### src/rtl/position_snapshot_pio.sv
// Avalon-MM PIO that samples packed position channels, snapshots them on demand or on change,
// flags per-channel changes and raises a maskable level interrupt.
module position_snapshot_pio #(
    parameter int CHANNELS = 3,
    parameter int WIDTH    = 12
) (
    input  logic                      clk,
    input  logic                      reset_n,
    input  logic [4:0]                address,
    input  logic                      write,
    input  logic [31:0]               writedata,
    output logic [31:0]               readdata,
    input  logic [CHANNELS*WIDTH-1:0] in_port,
    output logic                      irq
);

    localparam int PW = CHANNELS * WIDTH;

    logic [PW-1:0]       in_reg_q, prev_q, snap_q, snap_d;
    logic                in_valid_q, prev_valid_q;
    logic                auto_q, auto_d;
    logic [CHANNELS-1:0] mask_q, mask_d, change_q, change_d;
    logic [CHANNELS-1:0] set_s, clr_s;
    logic [15:0]         cnt_q, cnt_d;
    logic [31:0]         rdata_q, rd_s;
    logic                irq_q, irq_d;
    logic                ctrl_wr_s, mask_wr_s, chg_wr_s, snap_evt_s;
    logic                unused_s;

    function automatic logic [WIDTH-1:0] chan_sel(input logic [PW-1:0] v, input logic [2:0] idx);
        chan_sel = '0;
        for (int i = 0; i < CHANNELS; i++) begin
            chan_sel = (idx == 3'(i)) ? v[i*WIDTH +: WIDTH] : chan_sel;
        end
    endfunction

    assign unused_s = ^writedata;

    // Next-state logic for control, change flags, snapshots and interrupt.
    always_comb begin
        for (int i = 0; i < CHANNELS; i++) begin
            // prev_valid_q holds off detection until prev_q tracks real post-reset data
            set_s[i] = prev_valid_q && (in_reg_q[i*WIDTH +: WIDTH] != prev_q[i*WIDTH +: WIDTH]);
        end
        ctrl_wr_s  = write && (address == 5'h10);
        mask_wr_s  = write && (address == 5'h11);
        chg_wr_s   = write && (address == 5'h12);
        auto_d     = ctrl_wr_s ? writedata[1] : auto_q;
        mask_d     = mask_wr_s ? writedata[CHANNELS-1:0] : mask_q;
        clr_s      = chg_wr_s ? writedata[CHANNELS-1:0] : {CHANNELS{1'b0}};
        change_d   = (change_q & ~clr_s) | set_s;
        snap_evt_s = (ctrl_wr_s && writedata[0]) || (auto_q && (|set_s));
        snap_d     = snap_evt_s ? in_reg_q : snap_q;
        cnt_d      = cnt_q + 16'(snap_evt_s);
        irq_d      = |(change_d & mask_d);
    end

    // Read mux; unmapped and out-of-range addresses return zero.
    always_comb begin
        rd_s = 32'd0;
        case (address[4:3])
            2'b00: rd_s = 32'(chan_sel(in_reg_q, address[2:0]));
            2'b01: rd_s = 32'(chan_sel(snap_q, address[2:0]));
            2'b10: begin
                case (address[2:0])
                    3'd0:    rd_s = {30'd0, auto_q, 1'b0};
                    3'd1:    rd_s = 32'(mask_q);
                    3'd2:    rd_s = 32'(change_q);
                    3'd3:    rd_s = {16'd0, cnt_q};
                    default: rd_s = 32'd0;
                endcase
            end
            default: rd_s = 32'd0;
        endcase
    end

    // State registers with synchronous active-low reset.
    always_ff @(posedge clk) begin
        if (!reset_n) begin
            in_reg_q     <= '0;
            prev_q       <= '0;
            in_valid_q   <= 1'b0;
            prev_valid_q <= 1'b0;
            snap_q       <= '0;
            auto_q       <= 1'b0;
            mask_q       <= '0;
            change_q     <= '0;
            cnt_q        <= 16'd0;
            rdata_q      <= 32'd0;
            irq_q        <= 1'b0;
        end else begin
            in_reg_q     <= in_port;
            prev_q       <= in_reg_q;
            in_valid_q   <= 1'b1;
            prev_valid_q <= in_valid_q;
            snap_q       <= snap_d;
            auto_q       <= auto_d;
            mask_q       <= mask_d;
            change_q     <= change_d;
            cnt_q        <= cnt_d;
            rdata_q      <= rd_s;
            irq_q        <= irq_d;
        end
    end

    assign readdata = rdata_q;
    assign irq      = irq_q;

endmodule

### config.mk
export PLATFORM = sky130hd
export DESIGN_NAME = position_snapshot_pio
export DESIGN_NICKNAME = d
export VERILOG_FILES = /design/src/rtl/position_snapshot_pio.sv
export SDC_FILE = /design/constraint.sdc
export NUM_CORES = 1
export LEC_CHECK = 0
export ABC_AREA = 1
export ABC_CLOCK_PERIOD_IN_PS = 3750
export CORE_ASPECT_RATIO = 0.6
export CORE_MARGIN = 4
export CORE_UTILIZATION = 57
export CTS_CLUSTER_DIAMETER = 150
export CTS_CLUSTER_SIZE = 24
export DETAILED_ROUTE_END_ITERATION = 8
export PLACE_DENSITY = 0.85
export SLEW_MARGIN = 20
export SYNTH_ARGS = -nofsm -noshare
export SYNTH_HDL_FRONTEND = slang
export SYNTH_SLANG_ARGS = --single-unit
### constraint.sdc
create_clock -name clk -period 3.75 [get_ports clk]
set_input_delay 0.5625 -clock clk [delete_from_list [all_inputs] [get_ports clk]]
set_output_delay 0.5625 -clock clk [all_outputs]
set_load 0.02 [all_outputs]
==> report_table.html, run 1 <==
<table>
<tr><th>Metric</th><th>Value</th></tr>
<tr><th colspan="2">GRT</th></tr>
<tr><td>Pin count of the biggest net entering global routing</td><td>79</td></tr>
<tr><td>Total routing usage reported by global routing</td><td>24.3%</td></tr>
<tr><td>Via count of the first global-routing pass</td><td>4894</td></tr>
<tr><td>Overall overflow remaining after global route</td><td>0</td></tr>
<tr><td>Antenna violations before repair</td><td>0</td></tr>
<tr><td>First-pass GRT wire length</td><td>25.3 mm</td></tr>
<tr><th colspan="2">Synthesis</th></tr>
<tr><td>Flop and latch count out of synthesis</td><td>150</td></tr>
<tr><td>Post-synthesis instance area</td><td>6480 sq um</td></tr>
<tr><td>Cell taking the most area after synthesis</td><td>dfxtp_1</td></tr>
<tr><td>Leading cell types by total area after synthesis</td><td>dfxtp_1 (46%), nand2_1 (13%), inv_1 (9.7%)</td></tr>
<tr><td>Fraction of registers with async set/reset</td><td>0%</td></tr>
<tr><td>Share of the synthesized area in the top cell type</td><td>between 40% and 50%</td></tr>
<tr><td>Most used flip-flop cell after synthesis</td><td>dfxtp_1</td></tr>
<tr><td>Warnings, synthesis</td><td>0</td></tr>
<tr><td>Most common library cells after synthesis</td><td>nand2_1 (225), inv_1 (168), dfxtp_1 (150)</td></tr>
<tr><td>Synth Instances</td><td>910</td></tr>
<tr><td>Sequential share of the synthesized area</td><td>46.3%</td></tr>
<tr><td>EDFF count, synth</td><td>0</td></tr>
<tr><td>Average footprint of a synthesized cell</td><td>7.12 sq um</td></tr>
<tr><td>Most common cell in the synthesized netlist</td><td>nand2_1</td></tr>
<tr><td>Post-synth cell types</td><td>41</td></tr>
<tr><th colspan="2">Clocking</th></tr>
<tr><td>Total CTS buffers</td><td>17</td></tr>
<tr><td>Setup repair bufs after CTS</td><td>0</td></tr>
<tr><td>Number of sinks handled by clock tree synthesis</td><td>150</td></tr>
<tr><td>Clock tree root buffer cell</td><td>clkbuf_16</td></tr>
<tr><td>H-tree level count</td><td>4</td></tr>
<tr><td>Clock-pin slew of the registers on the worst-case setup and hold paths</td><td>60 ps</td></tr>
<tr><td>Clock tree from TritonCTS</td><td>built</td></tr>
<tr><td>Cts-stage hold buffer count</td><td>0</td></tr>
<tr><td>Clock tree buffer depth</td><td>2</td></tr>
<tr><td>Worst skew pair latency</td><td>420 ps</td></tr>
<tr><td>Cts repair resizes</td><td>0</td></tr>
<tr><th colspan="2">Timing</th></tr>
<tr><td>Worst slew margin</td><td>49.3%</td></tr>
<tr><td>Post-route clock skew</td><td>~7.5 ps</td></tr>
<tr><td>Sum of negative setup slack</td><td>0 ps</td></tr>
<tr><td>Final Hold Viols</td><td>0</td></tr>
<tr><td>Time the final worst path needs with I/O delays and setup</td><td>2970 ps</td></tr>
<tr><td>Measured slew at the worst slew-check pin</td><td>761 ps</td></tr>
<tr><td>Part of the cycle the worst path needs</td><td>79.3%</td></tr>
<tr><td>Final setup violation count</td><td>0</td></tr>
<tr><td>Setup repair after global routing missed its margin</td><td>no</td></tr>
<tr><td>Highest Clock Rate</td><td>336 MHz</td></tr>
<tr><td>Final Slew Violations</td><td>0</td></tr>
<tr><td>Final hold slack</td><td>457 ps</td></tr>
<tr><th colspan="2">Power and ir drop</th></tr>
<tr><td>Power density over cell area</td><td>487 nW/um^2</td></tr>
<tr><td>Power share of the sequential group</td><td>44.9%</td></tr>
<tr><td>Net Switching</td><td>0.865 mW</td></tr>
<tr><td>Combinational cell fraction of total power</td><td>7.1%</td></tr>
<tr><td>Internal power contribution</td><td>2.88 mW</td></tr>
<tr><td>Clock network fraction of design power</td><td>48.0%</td></tr>
<tr><td>Switching share of total power</td><td>23.1%</td></tr>
<tr><td>Standby leakage power</td><td>3.83 nW</td></tr>
<tr><td>VDD IR-drop max</td><td>0.327 mV</td></tr>
<tr><th colspan="2">Setup path</th></tr>
<tr><td>Stage delay of the slowest cell on the critical path</td><td>between 500 and 600 ps</td></tr>
<tr><td>Cells traversed along the worst timing path</td><td>clkdlybuf4s50_1 -&gt; nor2_4 -&gt; nand2_1 -&gt; nor2_1 -&gt; nand2_2 -&gt; nand2_1 -&gt; ha_1 -&gt; ha_1 -&gt; nand2_1 -&gt; inv_2 -&gt; nand4_1 -&gt; nor3_2 -&gt; nand4_1 -&gt; nor2_1 -&gt; nand2_1 -&gt; a21oi_1</td></tr>
<tr><td>Req. time, crit path</td><td>4110 ps</td></tr>
<tr><td>Critical Path AT</td><td>3330 ps</td></tr>
<tr><td>Critical path launch point</td><td>address[2]</td></tr>
<tr><td>Crit. End Element</td><td>register</td></tr>
<tr><td>Register-to-register setup slack</td><td>860 ps</td></tr>
<tr><td>Most frequent CP cell</td><td>nand2_1</td></tr>
<tr><td>Type of origin of the critical path</td><td>input port</td></tr>
<tr><td>R2R Path Start</td><td>in_reg_q[23]$_SDFF_PN0_</td></tr>
<tr><td>Biggest fanout along the worst timing path</td><td>7</td></tr>
<tr><td>Critical-path cell with the highest stage delay</td><td>clkdlybuf4s50_1</td></tr>
<tr><td>Startpoint-to-endpoint class of the critical path</td><td>input port to register</td></tr>
<tr><th colspan="2">Final layout</th></tr>
<tr><td>Final std cell area, no fill</td><td>7700 sq um</td></tr>
<tr><td>Area added between synthesis and finish</td><td>18.8%</td></tr>
<tr><td>Share of final-layout standard cells stronger than drive strength 1</td><td>5.65%</td></tr>
<tr><td>Net count, final</td><td>1038</td></tr>
<tr><td>Antenna Diode Count</td><td>0</td></tr>
<tr><th colspan="2">Flow run</th></tr>
<tr><td>Number of max-cap violations</td><td>0</td></tr>
<tr><th colspan="2">Drt</th></tr>
<tr><td>Remaining antenna violation count after routing</td><td>0</td></tr>
<tr><td>Total iterations of the first detailed-routing run</td><td>6</td></tr>
<tr><td>Per-cell via count in the routed design</td><td>5.09</td></tr>
<tr><td>Routed WL</td><td>15.9 mm</td></tr>
<tr><td>Drt wl/cell</td><td>14.3 um</td></tr>
<tr><td>Initial drt markers</td><td>slightly above 800</td></tr>
<tr><td>Count of vias placed by the detailed router</td><td>5657</td></tr>
<tr><td>Residual DRC count</td><td>0</td></tr>
<tr><th colspan="2">Die</th></tr>
<tr><td>Overall die height</td><td>~91 um</td></tr>
<tr><td>Die X-Extent</td><td>about 150 um</td></tr>
<tr><td>Starting Density</td><td>59.9%</td></tr>
<tr><td>Number of placement rows</td><td>29</td></tr>
<tr><td>Top-level I/O count</td><td>109</td></tr>
<tr><td>Floorplan core area</td><td>10800 sq um</td></tr>
<tr><td>Die outline area</td><td>13200 sq um</td></tr>
<tr><th colspan="2">Hold path</th></tr>
<tr><td>Hold WC Path Type</td><td>register to register</td></tr>
<tr><td>Hold Startpoint</td><td>cnt_q[15]$_SDFF_PN0_</td></tr>
<tr><th colspan="2">Outcome</th></tr>
<tr><td>Result of the run</td><td>finished, final reports clean</td></tr>
<tr><th colspan="2">Placed design</th></tr>
<tr><td>Port bufs</td><td>63</td></tr>
<tr><td>Gpl congestion</td><td>1.00</td></tr>
<tr><td>Cell area reported after detailed placement</td><td>7070 sq um</td></tr>
<tr><td>DP HPWL</td><td>10.8 mm</td></tr>
</table>
## logic make-up after synthesis
logic type,count (synthesis),share of synthesized area (%)
adders and majority gates,2,0.386
DFF,150,46.3
AOI/OAI and AO/OA,129,11.2
buffers and inverters,227,14.9
and+or+nand+nor,381,24.4
other,1,0.0579
xor gates and xnor gates,20,2.70
## sequential cells by signal, summed over array words and instances, names as in the netlist
signal,count
auto_q,1
change_q,3
cnt_q,16
in_reg_q,36
in_valid_q,1
irq,1
mask_q,3
prev_q,36
prev_valid_q,1
readdata,16
snap_q,36
## power groups by stage
stage               Clock (mW)  Combinational, mW  Sequential, mW
floorplan                    0              0.174            1.71
global placement             0              0.253            1.71
detailed placement           0              0.258            1.72
CTS                       1.82              0.262            1.68
global route              1.89              0.295            1.69
finish                    1.80              0.265            1.68
## critical path: cells and delay by family
kind	cells	cell delay, ps
and+or+nand+nor	11	1670
buffers and inverters	2	660
AOI/OAI and AO/OA	1	120
adders and majority gates	2	330
## routing by layer
metal / global-route usage [%] / vias to the layer above / wire [um]
met3: 6.27 / 33 / 1740
met4: 8.06 / 0 / 338
met1: 36.5 / 2459 / 7390
met5: 0 / - / 0
li1: - / 2872 / -
met2: 33.4 / 293 / 6400
## stage by stage
| stage | setup WS (ps) | util (%) | std cells | power (mW) |
|---|---|---|---|---|
| floorplan | 1040 | - | 925 | 1.88 |
| global placement | 555 | 65.4 | 1080 | 1.97 |
| detailed placement | 446 | 65.4 | 1080 | 1.97 |
| CTS | 848 | 71.2 | 1112 | 3.76 |
| global route | 526 | 71.2 | 1112 | 3.88 |
| finish | 775 | 71.2 | 1112 | 3.75 |
## area by class of cell
type | instances | area, sq um
inverters | 173 | 649
well taps | 139 | 174
fillers | 880 | 3120
multi-input cells | 548 | 2570
flip-flops and latches | 150 | 3000
clock buffers | 20 | 447
repair buffers | 70 | 681
clock inverters | 12 | 176
## cells in the final DEF (no fill, tap or decap), drive strengths merged
master         count
a21o               1
a21oi             62
a221oi             2
a31oi              4
buf                8
bufinv             4
clkbuf            20
clkdlybuf4s50     62
clkinv             6
clkinvlp           2
conb              16
dfxtp            150
ha                 2
inv              173
nand2            227
nand3             54
nand4              3
nor2              82
nor3              10
nor3b              1
nor4               1
o211ai             1
o21a               2
o21ai             32
o221a              4
o221ai             2
o22ai             19
or2                3
xnor2             19
xor2               1
## worst paths after layout
path / cells past startpoint / end
worst min register to register: 2 / readdata[15]$_SDFF_PN0_
worst max-delay path: 16 / cnt_q[14]$_SDFF_PN0_
worst min-delay path: 2 / readdata[15]$_SDFF_PN0_
worst max register to register: 20 / cnt_q[14]$_SDFF_PN0_
No activity file was read; power rests on OpenSTA's default activity.
==> run 2, diff against run 1 <==
Settings changed: ABC_CLOCK_PERIOD_IN_PS 3750 to 3000, CORE_UTILIZATION 57 to 53, PLACE_DENSITY 0.85 to 0.8.
Clock period 3.75 ns to 3 ns, I/O delays scaled along.
==> report_table.html, run 2 (synthesis gave the netlist of run 1 again) <==
<table>
<tr><th>Metric</th><th>Value</th></tr>
<tr><th colspan="2">Final layout</th></tr>
<tr><td>Largest registers</td><td>in_reg_q (36), prev_q (36), snap_q (36)</td></tr>
<tr><td>Antenna Diode Count</td><td>0 (unchanged)</td></tr>
<tr><td>Area added between synthesis and finish</td><td>20.3%</td></tr>
<tr><td>Commonest non-fill, non-tap cell in the layout</td><td>nand2_1</td></tr>
<tr><td>Most frequent cells in the layout</td><td>nand2_1 (225), inv_1 (168), dfxtp_1 (150), nor2_1 (80)</td></tr>
<tr><td>Final Core Density</td><td>67.0% (-4.2 points)</td></tr>
<tr><td>Net count, final</td><td>1050 (+1.2%)</td></tr>
<tr><td>Share of final-layout standard cells stronger than drive strength 1</td><td>7.01% (+1.4 points)</td></tr>
<tr><td>Final std cell area, no fill</td><td>7800 sq um (+1.3%)</td></tr>
<tr><th colspan="2">GRT</th></tr>
<tr><td>Total routing usage reported by global routing</td><td>22.7% (-1.6 points)</td></tr>
<tr><td>Antenna violations before repair</td><td>0 (unchanged)</td></tr>
<tr><td>Pin count of the biggest net entering global routing</td><td>125 (+58%)</td></tr>
<tr><td>First-pass GRT wire length</td><td>24.7 mm (-2.3%)</td></tr>
<tr><td>Overall overflow remaining after global route</td><td>0 (unchanged)</td></tr>
<tr><td>Gr busiest metal</td><td>met1</td></tr>
<tr><td>Global Route met3 Usage</td><td>7.81% (+1.5 points)</td></tr>
<tr><td>Met2 track demand over resource</td><td>30.6% (-2.9 points)</td></tr>
<tr><td>Via count of the first global-routing pass</td><td>4817 (-1.6%)</td></tr>
<tr><td>Met1 track demand over resource</td><td>34.8% (-1.7 points)</td></tr>
<tr><th colspan="2">Clocking</th></tr>
<tr><td>Total CTS buffers</td><td>17 (unchanged)</td></tr>
<tr><td>Clock tree from TritonCTS</td><td>built</td></tr>
<tr><td>Number of sinks handled by clock tree synthesis</td><td>150 (unchanged)</td></tr>
<tr><td>Cts-stage hold buffer count</td><td>0 (unchanged)</td></tr>
<tr><td>Setup repair bufs after CTS</td><td>0 (unchanged)</td></tr>
<tr><td>Worst skew pair latency</td><td>430 ps (about the same)</td></tr>
<tr><td>Clock-pin slew of the registers on the worst-case setup and hold paths</td><td>60 ps (about the same)</td></tr>
<tr><td>Clock tree root buffer cell</td><td>clkbuf_16</td></tr>
<tr><td>H-tree level count</td><td>4 (unchanged)</td></tr>
<tr><td>Cts repair resizes</td><td>0 (unchanged)</td></tr>
<tr><td>Clock tree buffer depth</td><td>2 (unchanged)</td></tr>
<tr><th colspan="2">Drt</th></tr>
<tr><td>Remaining antenna violation count after routing</td><td>0 (unchanged)</td></tr>
<tr><td>Residual DRC count</td><td>0 (unchanged)</td></tr>
<tr><td>Routed WL</td><td>15.8 mm (-0.41%)</td></tr>
<tr><td>Per-cell via count in the routed design</td><td>4.93 (-3.0%)</td></tr>
<tr><td>Initial drt markers</td><td>605 (-25%)</td></tr>
<tr><td>Count of vias placed by the detailed router</td><td>5648 (-0.16%)</td></tr>
<tr><td>Total iterations of the first detailed-routing run</td><td>5 (-1)</td></tr>
<tr><td>Drt wl/cell</td><td>13.8 um (-3.3%)</td></tr>
<tr><th colspan="2">Flow run</th></tr>
<tr><td>Number of max-cap violations</td><td>0 (unchanged)</td></tr>
<tr><th colspan="2">Placed design</th></tr>
<tr><td>DP HPWL</td><td>10.9 mm (+0.56%)</td></tr>
<tr><td>Port bufs</td><td>63 (unchanged)</td></tr>
<tr><td>Cell area reported after detailed placement</td><td>7200 sq um (+1.8%)</td></tr>
<tr><td>Gpl congestion</td><td>0.960 (-4.3%)</td></tr>
<tr><th colspan="2">Timing</th></tr>
<tr><td>Post-route clock skew</td><td>10.6 ps (+3.09 ps)</td></tr>
<tr><td>Final Slew Violations</td><td>0 (unchanged)</td></tr>
<tr><td>Time the final worst path needs with I/O delays and setup</td><td>2750 ps</td></tr>
<tr><td>Part of the cycle the worst path needs</td><td>91.6%</td></tr>
<tr><td>Sum of negative setup slack</td><td>0 ps (unchanged)</td></tr>
<tr><td>Worst slew margin</td><td>51.3% (+2.1 points)</td></tr>
<tr><td>Setup repair after global routing missed its margin</td><td>no</td></tr>
<tr><td>Highest Clock Rate</td><td>364 MHz</td></tr>
<tr><td>Final Hold Viols</td><td>0 (unchanged)</td></tr>
<tr><td>Final setup violation count</td><td>0 (unchanged)</td></tr>
<tr><td>Measured slew at the worst slew-check pin</td><td>730 ps (-30.9 ps)</td></tr>
<tr><th colspan="2">Setup path</th></tr>
<tr><td>Req. time, crit path</td><td>3350 ps (-760 ps)</td></tr>
<tr><td>Startpoint-to-endpoint class of the critical path</td><td>register to register</td></tr>
<tr><td>Crit. End Element</td><td>register</td></tr>
<tr><td>Biggest fanout along the worst timing path</td><td>4 (-3)</td></tr>
<tr><td>Critical Path AT</td><td>3100 ps (-230 ps)</td></tr>
<tr><td>Type of origin of the critical path</td><td>register</td></tr>
<tr><th colspan="2">Power and ir drop</th></tr>
<tr><td>Net Switching</td><td>1.15 mW (+33%)</td></tr>
<tr><td>Combinational cell fraction of total power</td><td>7.6% (+0.5 points)</td></tr>
<tr><td>Internal power contribution</td><td>3.44 mW (+19%)</td></tr>
<tr><td>Switching share of total power</td><td>25.0% (+1.9 points)</td></tr>
<tr><td>Standby leakage power</td><td>3.88 nW (+1.2%)</td></tr>
<tr><td>Power share of the sequential group</td><td>45.7% (+0.8 points)</td></tr>
<tr><td>VDD IR-drop max</td><td>0.379 mV (+16%)</td></tr>
<tr><td>Sum of internal, switching and leakage power</td><td>4.59 mW (+23%)</td></tr>
<tr><td>Power density over cell area</td><td>589 nW/um^2 (+21%)</td></tr>
<tr><td>Clock network fraction of design power</td><td>46.7% (-1.3 points)</td></tr>
<tr><th colspan="2">Die</th></tr>
<tr><td>Number of placement rows</td><td>30 (+3.4%)</td></tr>
<tr><td>Die outline area</td><td>14100 sq um (+7.0%)</td></tr>
<tr><td>Floorplan core area</td><td>11600 sq um (+7.6%)</td></tr>
<tr><td>Top-level I/O count</td><td>109 (unchanged)</td></tr>
<tr><td>Die X-Extent</td><td>151 um (+3.5%)</td></tr>
<tr><td>Overall die height</td><td>93.7 um (+3.4%)</td></tr>
<tr><td>Starting Density</td><td>55.7% (-4.2 points)</td></tr>
<tr><th colspan="2">Hold path</th></tr>
<tr><td>Hold WC Path Type</td><td>input port to register</td></tr>
<tr><th colspan="2">Outcome</th></tr>
<tr><td>Result of the run</td><td>finished, final reports clean</td></tr>
</table>
[run 2: changes by cell type in the layout (fill, tap and decap cells not counted), moves of 2 or more]
cell	change
buf_4	+11
bufinv_16	-2
clkbuf_1	-2
clkinv_2	-2
clkinv_4	+2
inv_6	+3
[run 2: worst max-delay path, stage by stage (launching register included)]
cell and delay (ps):
dfxtp_1 440, inv_1 130, nand2_1 70, nand2_1 60
nand2_1 60, nor2_1 50, nand3_1 100, nand2_1 110
nand3_2 120, nand2_4 50, nand2_1 50, ha_1 180
ha_1 180, nand2_1 70, inv_2 80, nand4_1 140
nor3_2 190, nand4_1 200, nor2_1 210, nand2_1 70
a21oi_1 120
[run 2: final cells by class]
| class | instances | area, sq um |
|---|---|---|
| Clock buffer | 17 | 425 |
| Clock inverter | 15 | 169 |
| Fill cell | 1011 | 3840 |
| Inverter | 173 | 649 |
| Multi-Input combinational cell | 548 | 2570 |
| Sequential cell | 150 | 3000 |
| Tap cell | 160 | 200 |
| Timing Repair Buffer | 82 | 783 |
[run 2: worst paths after layout]
| kind | startpoint | endpoint | slack (ps) | cells after the start |
|---|---|---|---|---|
| min reg2reg | in_valid_q$_DFF_P_ | prev_valid_q$_SDFF_PN0_ | 430 | 2 |
| min | reset_n | readdata[12]$_SDFF_PN0_ | 350 | 3 |
| max reg2reg | in_reg_q[23]$_SDFF_PN0_ | cnt_q[14]$_SDFF_PN0_ | 250 | 20 |
| max | in_reg_q[23]$_SDFF_PN0_ | cnt_q[14]$_SDFF_PN0_ | 250 | 20 |
[run 2: metal layers]
layer | part of all wire, % | vias to the layer above
met3 | 12 | 13
met4 | 0.75 | 0
met2 | 39 | 260
li1 | - | 2887
met5 | 0 | -
met1 | 48 | 2488
[run 2: power by group through the flow]
stage	registers [mW]	logic (mW)	clock network (mW)
after floorplan	2.13	0.217	0
after global placement	2.14	0.335	0
after detailed placement	2.14	0.340	0
after CTS	2.10	0.344	2.15
after global routing	2.11	0.389	2.24
final	2.10	0.349	2.14
[run 2: through the flow]
step / instances / setup slack [ps] / hold slack, ps
after floorplan: 925 / 406 / 390
after global placement: 1113 / 170 / 392
after detailed placement: 1113 / 52.9 / 408
after CTS: 1145 / 337 / 341
after global routing: 1145 / 37.8 / 345
final: 1145 / 253 / 348
==> run 3, diff against run 2 <==
Settings changed: ABC_AREA 1 to unset, SKIP_LAST_GASP set to 1.
==> report_table.html, run 3 <==
<table>
<tr><th>Metric</th><th>Value</th></tr>
<tr><th colspan="2">Timing</th></tr>
<tr><td>Post-route clock skew</td><td>5.55 ps (-5.08 ps)</td></tr>
<tr><td>Final Hold Viols</td><td>0 (unchanged)</td></tr>
<tr><td>Measured slew at the worst slew-check pin</td><td>655 ps (-74.9 ps)</td></tr>
<tr><td>Highest Clock Rate</td><td>354 MHz (-2.6%)</td></tr>
<tr><td>Worst slew margin</td><td>56.2% (+4.9 points)</td></tr>
<tr><td>Part of the cycle the worst path needs</td><td>94.1% (+2.5 points)</td></tr>
<tr><td>Final Slew Violations</td><td>0 (unchanged)</td></tr>
<tr><td>Sum of negative setup slack</td><td>0 ps (unchanged)</td></tr>
<tr><td>Final setup violation count</td><td>0 (unchanged)</td></tr>
<tr><td>Setup repair after global routing missed its margin</td><td>no</td></tr>
<tr><td>Final hold slack</td><td>388 ps (+40.4 ps)</td></tr>
<tr><td>Time the final worst path needs with I/O delays and setup</td><td>2820 ps (+74.1 ps)</td></tr>
<tr><th colspan="2">Synthesis</th></tr>
<tr><td>Most used flip-flop cell after synthesis</td><td>dfxtp_1</td></tr>
<tr><td>Sequential share of the synthesized area</td><td>48.1% (+1.8 points)</td></tr>
<tr><td>EDFF count, synth</td><td>0 (unchanged)</td></tr>
<tr><td>Leading cell types by total area after synthesis</td><td>dfxtp_1 (48%), and2_1 (7.5%), a22o_1 (6.6%)</td></tr>
<tr><td>Fraction of registers with async set/reset</td><td>0% (unchanged)</td></tr>
<tr><td>Warnings, synthesis</td><td>0 (unchanged)</td></tr>
<tr><td>Post-synth cell types</td><td>47 (+15%)</td></tr>
<tr><td>Cell taking the most area after synthesis</td><td>dfxtp_1</td></tr>
<tr><td>Most common library cells after synthesis</td><td>dfxtp_1 (150), and2_1 (75), a22o_1 (47)</td></tr>
<tr><td>Average footprint of a synthesized cell</td><td>9.89 sq um (+39%)</td></tr>
<tr><td>Share of the synthesized area in the top cell type</td><td>48.1% (+1.8 points)</td></tr>
<tr><td>Post-synthesis instance area</td><td>6240 sq um (-3.7%)</td></tr>
<tr><td>Flop and latch count out of synthesis</td><td>150 (unchanged)</td></tr>
<tr><td>Synth Instances</td><td>631 (-31%)</td></tr>
<tr><td>Most common cell in the synthesized netlist</td><td>dfxtp_1</td></tr>
<tr><th colspan="2">Placed design</th></tr>
<tr><td>Port bufs</td><td>63 (unchanged)</td></tr>
<tr><td>DP HPWL</td><td>11.1 mm (+2.5%)</td></tr>
<tr><td>Gpl congestion</td><td>0.977 (+1.7%)</td></tr>
<tr><td>Cell area reported after detailed placement</td><td>6960 sq um (-3.4%)</td></tr>
<tr><th colspan="2">Final layout</th></tr>
<tr><td>Area added between synthesis and finish</td><td>21.4%</td></tr>
<tr><td>Largest registers</td><td>in_reg_q (36), prev_q (36), snap_q (36)</td></tr>
<tr><td>Register cell area after layout</td><td>3000 sq um (unchanged)</td></tr>
<tr><td>Most frequent cells in the layout</td><td>dfxtp_1 (150), and2_1 (75), clkdlybuf4s50_1 (62), a22o_1 (47)</td></tr>
<tr><td>Area taken by multi-input logic gates</td><td>2960 sq um (+15%)</td></tr>
<tr><td>Commonest non-fill, non-tap cell in the layout</td><td>dfxtp_1</td></tr>
<tr><td>Final std cell area, no fill</td><td>7570 sq um (-2.9%)</td></tr>
<tr><td>Share of final-layout standard cells stronger than drive strength 1</td><td>8.44% (+1.4 points)</td></tr>
<tr><td>Net count, final</td><td>764 (-27%)</td></tr>
<tr><td>Count of filler cells inserted in the layout</td><td>926 (-8.4%)</td></tr>
<tr><td>Antenna Diode Count</td><td>0 (unchanged)</td></tr>
<tr><th colspan="2">Setup path</th></tr>
<tr><td>Startpoint-to-endpoint class of the critical path</td><td>register to register</td></tr>
<tr><td>Req. time, crit path</td><td>3290 ps (-60 ps)</td></tr>
<tr><td>Type of origin of the critical path</td><td>register</td></tr>
<tr><td>Critical Path AT</td><td>3110 ps (about the same)</td></tr>
<tr><td>Crit. End Element</td><td>register</td></tr>
<tr><td>Biggest fanout along the worst timing path</td><td>4 (unchanged)</td></tr>
<tr><th colspan="2">Drt</th></tr>
<tr><td>Per-cell via count in the routed design</td><td>5.84 (+18%)</td></tr>
<tr><td>Count of vias placed by the detailed router</td><td>5013 (-11%)</td></tr>
<tr><td>Routed WL</td><td>16.2 mm (+2.7%)</td></tr>
<tr><td>Drt wl/cell</td><td>18.9 um (+37%)</td></tr>
<tr><td>Residual DRC count</td><td>0 (unchanged)</td></tr>
<tr><td>Remaining antenna violation count after routing</td><td>0 (unchanged)</td></tr>
<tr><td>Initial drt markers</td><td>557 (-7.9%)</td></tr>
<tr><td>Total iterations of the first detailed-routing run</td><td>5 (unchanged)</td></tr>
<tr><th colspan="2">Clocking</th></tr>
<tr><td>H-tree level count</td><td>4 (unchanged)</td></tr>
<tr><td>Clock tree buffer depth</td><td>2 (unchanged)</td></tr>
<tr><td>Clock-pin slew of the registers on the worst-case setup and hold paths</td><td>60 ps (about the same)</td></tr>
<tr><td>Worst skew pair latency</td><td>410 ps (-20 ps)</td></tr>
<tr><td>Clock tree from TritonCTS</td><td>built</td></tr>
<tr><td>Cts-stage hold buffer count</td><td>0 (unchanged)</td></tr>
<tr><td>Clock tree root buffer cell</td><td>clkbuf_16</td></tr>
<tr><td>Total CTS buffers</td><td>17 (unchanged)</td></tr>
<tr><td>Number of sinks handled by clock tree synthesis</td><td>150 (unchanged)</td></tr>
<tr><th colspan="2">Flow run</th></tr>
<tr><td>Number of max-cap violations</td><td>0 (unchanged)</td></tr>
<tr><th colspan="2">Power and ir drop</th></tr>
<tr><td>Power share of the sequential group</td><td>45.9% (+0.2 points)</td></tr>
<tr><td>Combinational cell fraction of total power</td><td>6.9% (-0.7 points)</td></tr>
<tr><td>Switching share of total power</td><td>22.7% (-2.3 points)</td></tr>
<tr><td>VDD IR-drop max</td><td>0.345 mV (-8.9%)</td></tr>
<tr><td>Clock network fraction of design power</td><td>47.2% (+0.5 points)</td></tr>
<tr><td>Net Switching</td><td>1.04 mW (-9.9%)</td></tr>
<tr><td>Standby leakage power</td><td>3.00 nW (-23%)</td></tr>
<tr><td>Internal power contribution</td><td>3.52 mW (+2.5%)</td></tr>
<tr><td>Power density over cell area</td><td>602 nW/um^2 (+2.3%)</td></tr>
<tr><th colspan="2">Die</th></tr>
<tr><td>Die outline area</td><td>13600 sq um (-3.4%)</td></tr>
<tr><td>Floorplan core area</td><td>11400 sq um (-1.9%)</td></tr>
<tr><td>Overall die height</td><td>92.1 um (-1.7%)</td></tr>
<tr><td>Starting Density</td><td>54.7% (-1.0 points)</td></tr>
<tr><td>Die X-Extent</td><td>148 um (-1.8%)</td></tr>
<tr><td>Number of placement rows</td><td>30 (unchanged)</td></tr>
<tr><td>Top-level I/O count</td><td>109 (unchanged)</td></tr>
<tr><th colspan="2">Outcome</th></tr>
<tr><td>Result of the run</td><td>finished, final reports clean</td></tr>
<tr><th colspan="2">GRT</th></tr>
<tr><td>First-pass GRT wire length</td><td>25.0 mm (+1.0%)</td></tr>
<tr><td>Overall overflow remaining after global route</td><td>0 (unchanged)</td></tr>
<tr><td>Total routing usage reported by global routing</td><td>23.6% (+0.95 points)</td></tr>
<tr><td>Antenna violations before repair</td><td>0 (unchanged)</td></tr>
<tr><td>Via count of the first global-routing pass</td><td>4584 (-4.8%)</td></tr>
<tr><td>Pin count of the biggest net entering global routing</td><td>42 (-66%)</td></tr>
<tr><th colspan="2">Hold path</th></tr>
<tr><td>Hold WC Path Type</td><td>input port to register</td></tr>
</table>
[run 3: critical path, stage by stage, from the launching register on]
cell and delay, ps:
dfxtp_1 450, xor2_1 130, nor4_2 350, nand3_2 190, o311a_1 420, or2_1 220
ha_1 190, ha_1 240, nand3_1 120, nor4_2 70, nand3_1 100, xor2_1 160
nor2_1 50
[run 3: power groups by stage]
| stage | logic (mW) | registers [mW] | clock network [mW] |
|---|---|---|---|
| after floorplan | 0.198 | 2.12 | 0 |
| after global placement | 0.297 | 2.13 | 0 |
| after detailed placement | 0.304 | 2.13 | 0 |
| after CTS | 0.307 | 2.09 | 2.17 |
| after global routing | 0.338 | 2.10 | 2.26 |
| final | 0.314 | 2.09 | 2.15 |
[run 3: cells by family after synthesis]
family,share of synthesized area [%]
other cells,0.0601
flops,48.1
compound gates,20.8
simple gates,17.5
fa+ha+maj,0.401
buf+inv,5.73
mux,0.862
xor+xnor,6.60
[run 3: repair_timing]
item                                    4_1_cts  5_1_grt
endpoints found under the hold margin         0        0
buffers inserted                              0        0
gates resized for setup                       0        2
endpoints found under the setup margin        0        2
[run 3: routing by layer]
layer  GRT usage (%)  up-vias  share of wire [%]
met5               0        -                  0
met4            8.07        0                1.2
met3            7.11       20                9.3
met2            33.5      235                 43
met1            34.1     2406                 47
li1                -     2352                  -
[run 3: area by class of cell]
class                           count  share of cell area (%)
Clock buffer                       22                    6.00
Sequential cell                   150                    39.6
Inverter                            7                   0.347
Tap cell                          160                    2.64
Multi-Input combinational cell    428                    39.1
Clock inverter                     10                    1.92
Timing Repair Buffer               82                    10.3
[run 3: per-stage QoR]
step	power (mW)	worst slack, ps	std cells	util (%)
floorplan	2.32	83.5	646	-
global placement	2.43	108	827	61.0
detailed placement	2.44	74.9	827	61.0
CTS	4.57	122	859	66.2
global route	4.70	30.6	859	66.4
finish	4.56	178	859	66.4
[run 3: path summary, 6_finish.rpt]
kind,from,slack [ps],depth (start not counted),to
min reg2reg,in_valid_q$_DFF_P_,440,1,prev_valid_q$_SDFF_PN0_
min,reset_n,390,2,in_reg_q[2]$_SDFF_PN0_
max,in_reg_q[18]$_SDFF_PN0_,180,12,cnt_q[14]$_SDFF_PN0_
max reg2reg,in_reg_q[18]$_SDFF_PN0_,180,12,cnt_q[14]$_SDFF_PN0_
==> patch 1: new RTL, config.mk and constraints of run 3 <==
Reset style: asynchronous (`reset_n`), changed in one clocked block. Comments in the files are not updated.
--- a/src/rtl/position_snapshot_pio.sv
+++ b/src/rtl/position_snapshot_pio.sv
@@ -75,7 +75,7 @@
     end
 
     // State registers with synchronous active-low reset.
-    always_ff @(posedge clk) begin
+    always_ff @(posedge clk or negedge reset_n) begin
         if (!reset_n) begin
             in_reg_q     <= '0;
             prev_q       <= '0;
Function: differs if reset_n is asserted again (counterexample within 4 cycles, from zero or initial values and one cycle with reset_n low); with reset_n held inactive, the same outputs for 10 cycles.
==> patch 1 against run 3 <==
  * Synthesized area is 16% higher
  * Fmax increased by 1.4%
  * Critical path depth decreased by 2
  * Sequential cell count is the same
  * Sequential share of layout area is 4.7 points higher
  * Worst hold slack got worse by 330 ps
  * Worst setup slack better by 39 ps
  * Utilization down 1.9 points
  * Routed wire length up 22%
  * Count of clock-buffer cells in the layout decreased by 3
  * Cell area up 12%
  * Final cell count grew 7.0%
  * Critical endpoint is now cnt_q[14]
  * Highest routed layer unchanged
Power is not compared: it rests on default switching activity, and its combinational part moved more than twofold at a synthesized area within 25%.
==> patch 1: results (changes against run 3) <==
** Placed design
- The instance count after placement with tap cells included was 886 (+7.1%).
- Post-DP HPWL :: 12.7 mm (+14%)
- Setup WS pre-CTS :: 166 ps (+90.7 ps)
- The global placement routability congestion came to 0.880 (-9.9%).
- The cell area after placement is 7890 sq um (+13%).

** Global routing
- First-pass GRT wire length :: 31.6 mm (+27%)
- The global-route usage over all layers is 0.251 (+0.0146).
- The met2 track demand over resource in global routing is 0.370 (+0.0349).
- The met1 track utilization from global routing was 0.377 (+0.0361).
- Met3 track utilization from global routing :: 0.0573 (-0.0139)
- The via count of the first global-routing pass is 5848 (+28%).
- Pin count of the biggest net entering global routing :: 81 (+93%)

** Setup path
- The largest fanout on the critical path is 5 (+1).
- The register-to-register setup slack was 220 ps (+40 ps).
- The number of cells on the worst reg-to-reg path is 10 (-2).
- Capture point of the worst reg-to-reg path :: cnt_q[14]
- Data arrival time of the critical path :: 3120 ps (about the same)

** Detailed routing
- Avg WL per Cell :: 21.5 microns (+14%)
- Total via count after detailed routing :: 5993 (+20%)
- Routed length on met3 :: 2.16 mm (+42%)
- The met2 wire length came to 8.77 mm (+26%).
- The final wirelength came to 19.8 mm (+22%).
- The count of TritonRoute iterations in the first routing pass came to 6 (+1).
- First DRT Iteration DRCs :: 961 (+73%)
- The routed length on met1 is 8.57 mm (+13%).

** Finish
- The post-layout net count came to 814 (+6.5%).
- Share of post-route cells with drive strength above 1 :: 0.0868 (+0.00238)
- Compared with the post-synthesis result, the final layout area differs by 16.7%.

** Pwr
- Static power due to leakage :: 3.64 nW

** Synth
- Sorting the synthesized cells by area gives the leading types as dfrtp_1, and3_1, xnor2_1, a221oi_1, or4_1.
- The post-synthesis instance total came to 697 (+10%).
- Netlist cell types :: 44 (-6.4%)
- The commonest cells after synthesis are dfrtp_1, and3_1, nand2_1.
- The portion of the post-synthesis area used by sequential elements was 0.517 (+0.0363).
- Synth async-reset ratio :: 1.00 (+1.00)

** Run status
- The run finished with clean final reports.

** STA
- The final worst hold slack is 55.2 ps (-333 ps).
- Final clock period utilization by the worst path :: 0.928 (-0.0129)
- The tightest slew margin relative to the limit came to 0.511 (-0.0514).

** Worst hold path
- In this run the worst hold path is classified as in -> async.
-- patch 1: worst max-delay path, cell delays in order (launching register included) --
cell and delay (ps):
dfrtp_1 440, xnor2_1 200, nand4_1 260, or3_4 490, nor3_1 190, o21ai_0 120, ha_2 240, ha_1 260
and3_1 230, nand4_1 130, xnor2_1 130
-- patch 1: layout make-up --
type,count,area share
clock buffers,19,0.0523
clock inverters,13,0.0143
inverters,1,0.000443
multi-input cells,482,0.370
flip-flops and latches,150,0.443
well taps,170,0.0251
repair buffers,84,0.0947
-- patch 1: logic make-up after synthesis --
family / after synthesis / synth area share
DFF: 150 / 0.517
buffers and inverters: 80 / 0.0604
AOI/OAI and AO/OA: 143 / 0.142
adders and majority gates: 2 / 0.00345
xor gates and xnor gates: 50 / 0.0604
other: 2 / 0.00104
and+or+nand+nor: 263 / 0.203
muxes: 7 / 0.0124
-- patch 1: what timing repair did --
action,4_1_cts,5_1_grt
gates resized for setup,0,2
buffers inserted,0,1
endpoints found under the hold margin,0,0
endpoints found under the setup margin,0,2
==> patch 2: new RTL, config.mk and constraints of run 3 <==
Made on the original files. `WIDTH`: 12 -> 24.
--- a/src/rtl/position_snapshot_pio.sv
+++ b/src/rtl/position_snapshot_pio.sv
@@ -2,7 +2,7 @@
 // flags per-channel changes and raises a maskable level interrupt.
 module position_snapshot_pio #(
     parameter int CHANNELS = 3,
-    parameter int WIDTH    = 12
+    parameter int WIDTH    = 24
 ) (
     input  logic                      clk,
     input  logic                      reset_n,
Ports: changed (resized in_port); port bits go from 109 to 145. No check against the original RTL was run, so the function may have changed too.
==> patch 2 against run 3 <==
  * Sequential cell count up 116
  * Power grew 40%
  * Worst setup slack better by 37 ps
  * Synthesized area grew 100%
  * Via count increased by 94%
  * Cell area increased by 85%
  * Routed wire length grew 100%
  * Global-route usage rose by 0.65 points
  * Clock skew grew 26 ps
  * Sequential power is 78% higher
  * Fmax increased by 1.3%
  * Synthesized cell count rose by 110%
  * Critical path type unchanged
==> patch 2: results (changes against run 3) <==
** Synth
- The synthesized-area fraction occupied by xor and xnor cells came to 0.0567 (-0.00930).
- Synthesized netlist cell count :: 1342 (+110%)
- Ranked by total cell area, the synthesized netlist is headed by dfxtp_1, mux2i_1, and2_2, and2_1, a2bb2oi_1.
- Share of the yosys chip area belonging to registers :: 0.425 (-0.0559)
- Top cells by instance count after synthesis :: dfxtp_1, nand2_1, and2_1
- Netlist cell types :: 51 (+8.5%)

** Clock tree
- Clock-pin slew reported for the worst setup and hold paths after clock tree synthesis :: 90 ps (+30 ps)
- Number of buffers added by the clock tree synthesis step :: 15 (-2)
- Maximum clock insertion buffer count :: 3 (+1)
- The clock latency on the worst-skew pair is 500 ps (+90 ps).

** Placed design
- The count of input and output buffers came to 107 (+70%).
- Post-DP HPWL :: 22.2 mm (+99%)
- Placed cell area :: 13600 sq um (+95%)
- The instance count after placement with tap cells included is 1693 (+100%).

** Finish
- Number of inserted filler cells in the final layout :: 1943 (+110%)
- The count of multi-input gates came to 968 (+130%).
- The count of inserted antenna diode cells came to 1 (+1).
- Fraction of area in non-clock buffers :: 0.102 (-0.000952)
- Inverters, non-clock :: 2 (-5)
- Total number of nets in the final design :: 1511 (+98%)

** Setup path
- The largest fanout on the critical path is 3 (-1).
- The number of cells on the worst reg-to-reg path is 13 (+1).
- Capture point of the worst reg-to-reg path :: cnt_q[10]

** Pwr
- The share of total power in the clock network came to 0.329 (-0.143).
- Part of the power in registers :: 0.583 (+0.124)

** Floorplanning
- The number of well taps is 315 (+97%).

** STA
- Highest Clock Rate :: 359 MHz (+1.3%)

** Run status
- Result of the run :: complete, no violations
## patch 2: cell types whose count changed in the layout (fill, tap and decap cells not counted), sizes merged, moves of 30 or more
| cell | delta |
|---|---|
| nor3 | +84 |
| a21oi | -30 |
| clkdlybuf4s50 | +44 |
| xor2 | +32 |
| a22oi | +37 |
| dfxtp | +116 |
| a221o | -36 |
| nand2 | +139 |
| a22o | -45 |
| mux2i | +82 |
| a2bb2oi | +72 |
| and2 | +154 |
## patch 2: routing by layer
layer  track usage  part of all wire
met5             0           0.00039
met4        0.0442             0.016
met3        0.0657              0.11
met2         0.344              0.41
met1         0.373              0.46
## patch 2: worst register-to-register path: cells and delay by family, from the launching register on
kind | cells | cell delay, ps
buffers and inverters | 2 | 320
AND/OR/NAND/NOR | 6 | 1230
adder cells (fa/ha/maj) | 2 | 430
XOR/XNOR | 2 | 270
AO/OA/AOI/OAI | 1 | 110
flip-flops | 1 | 340
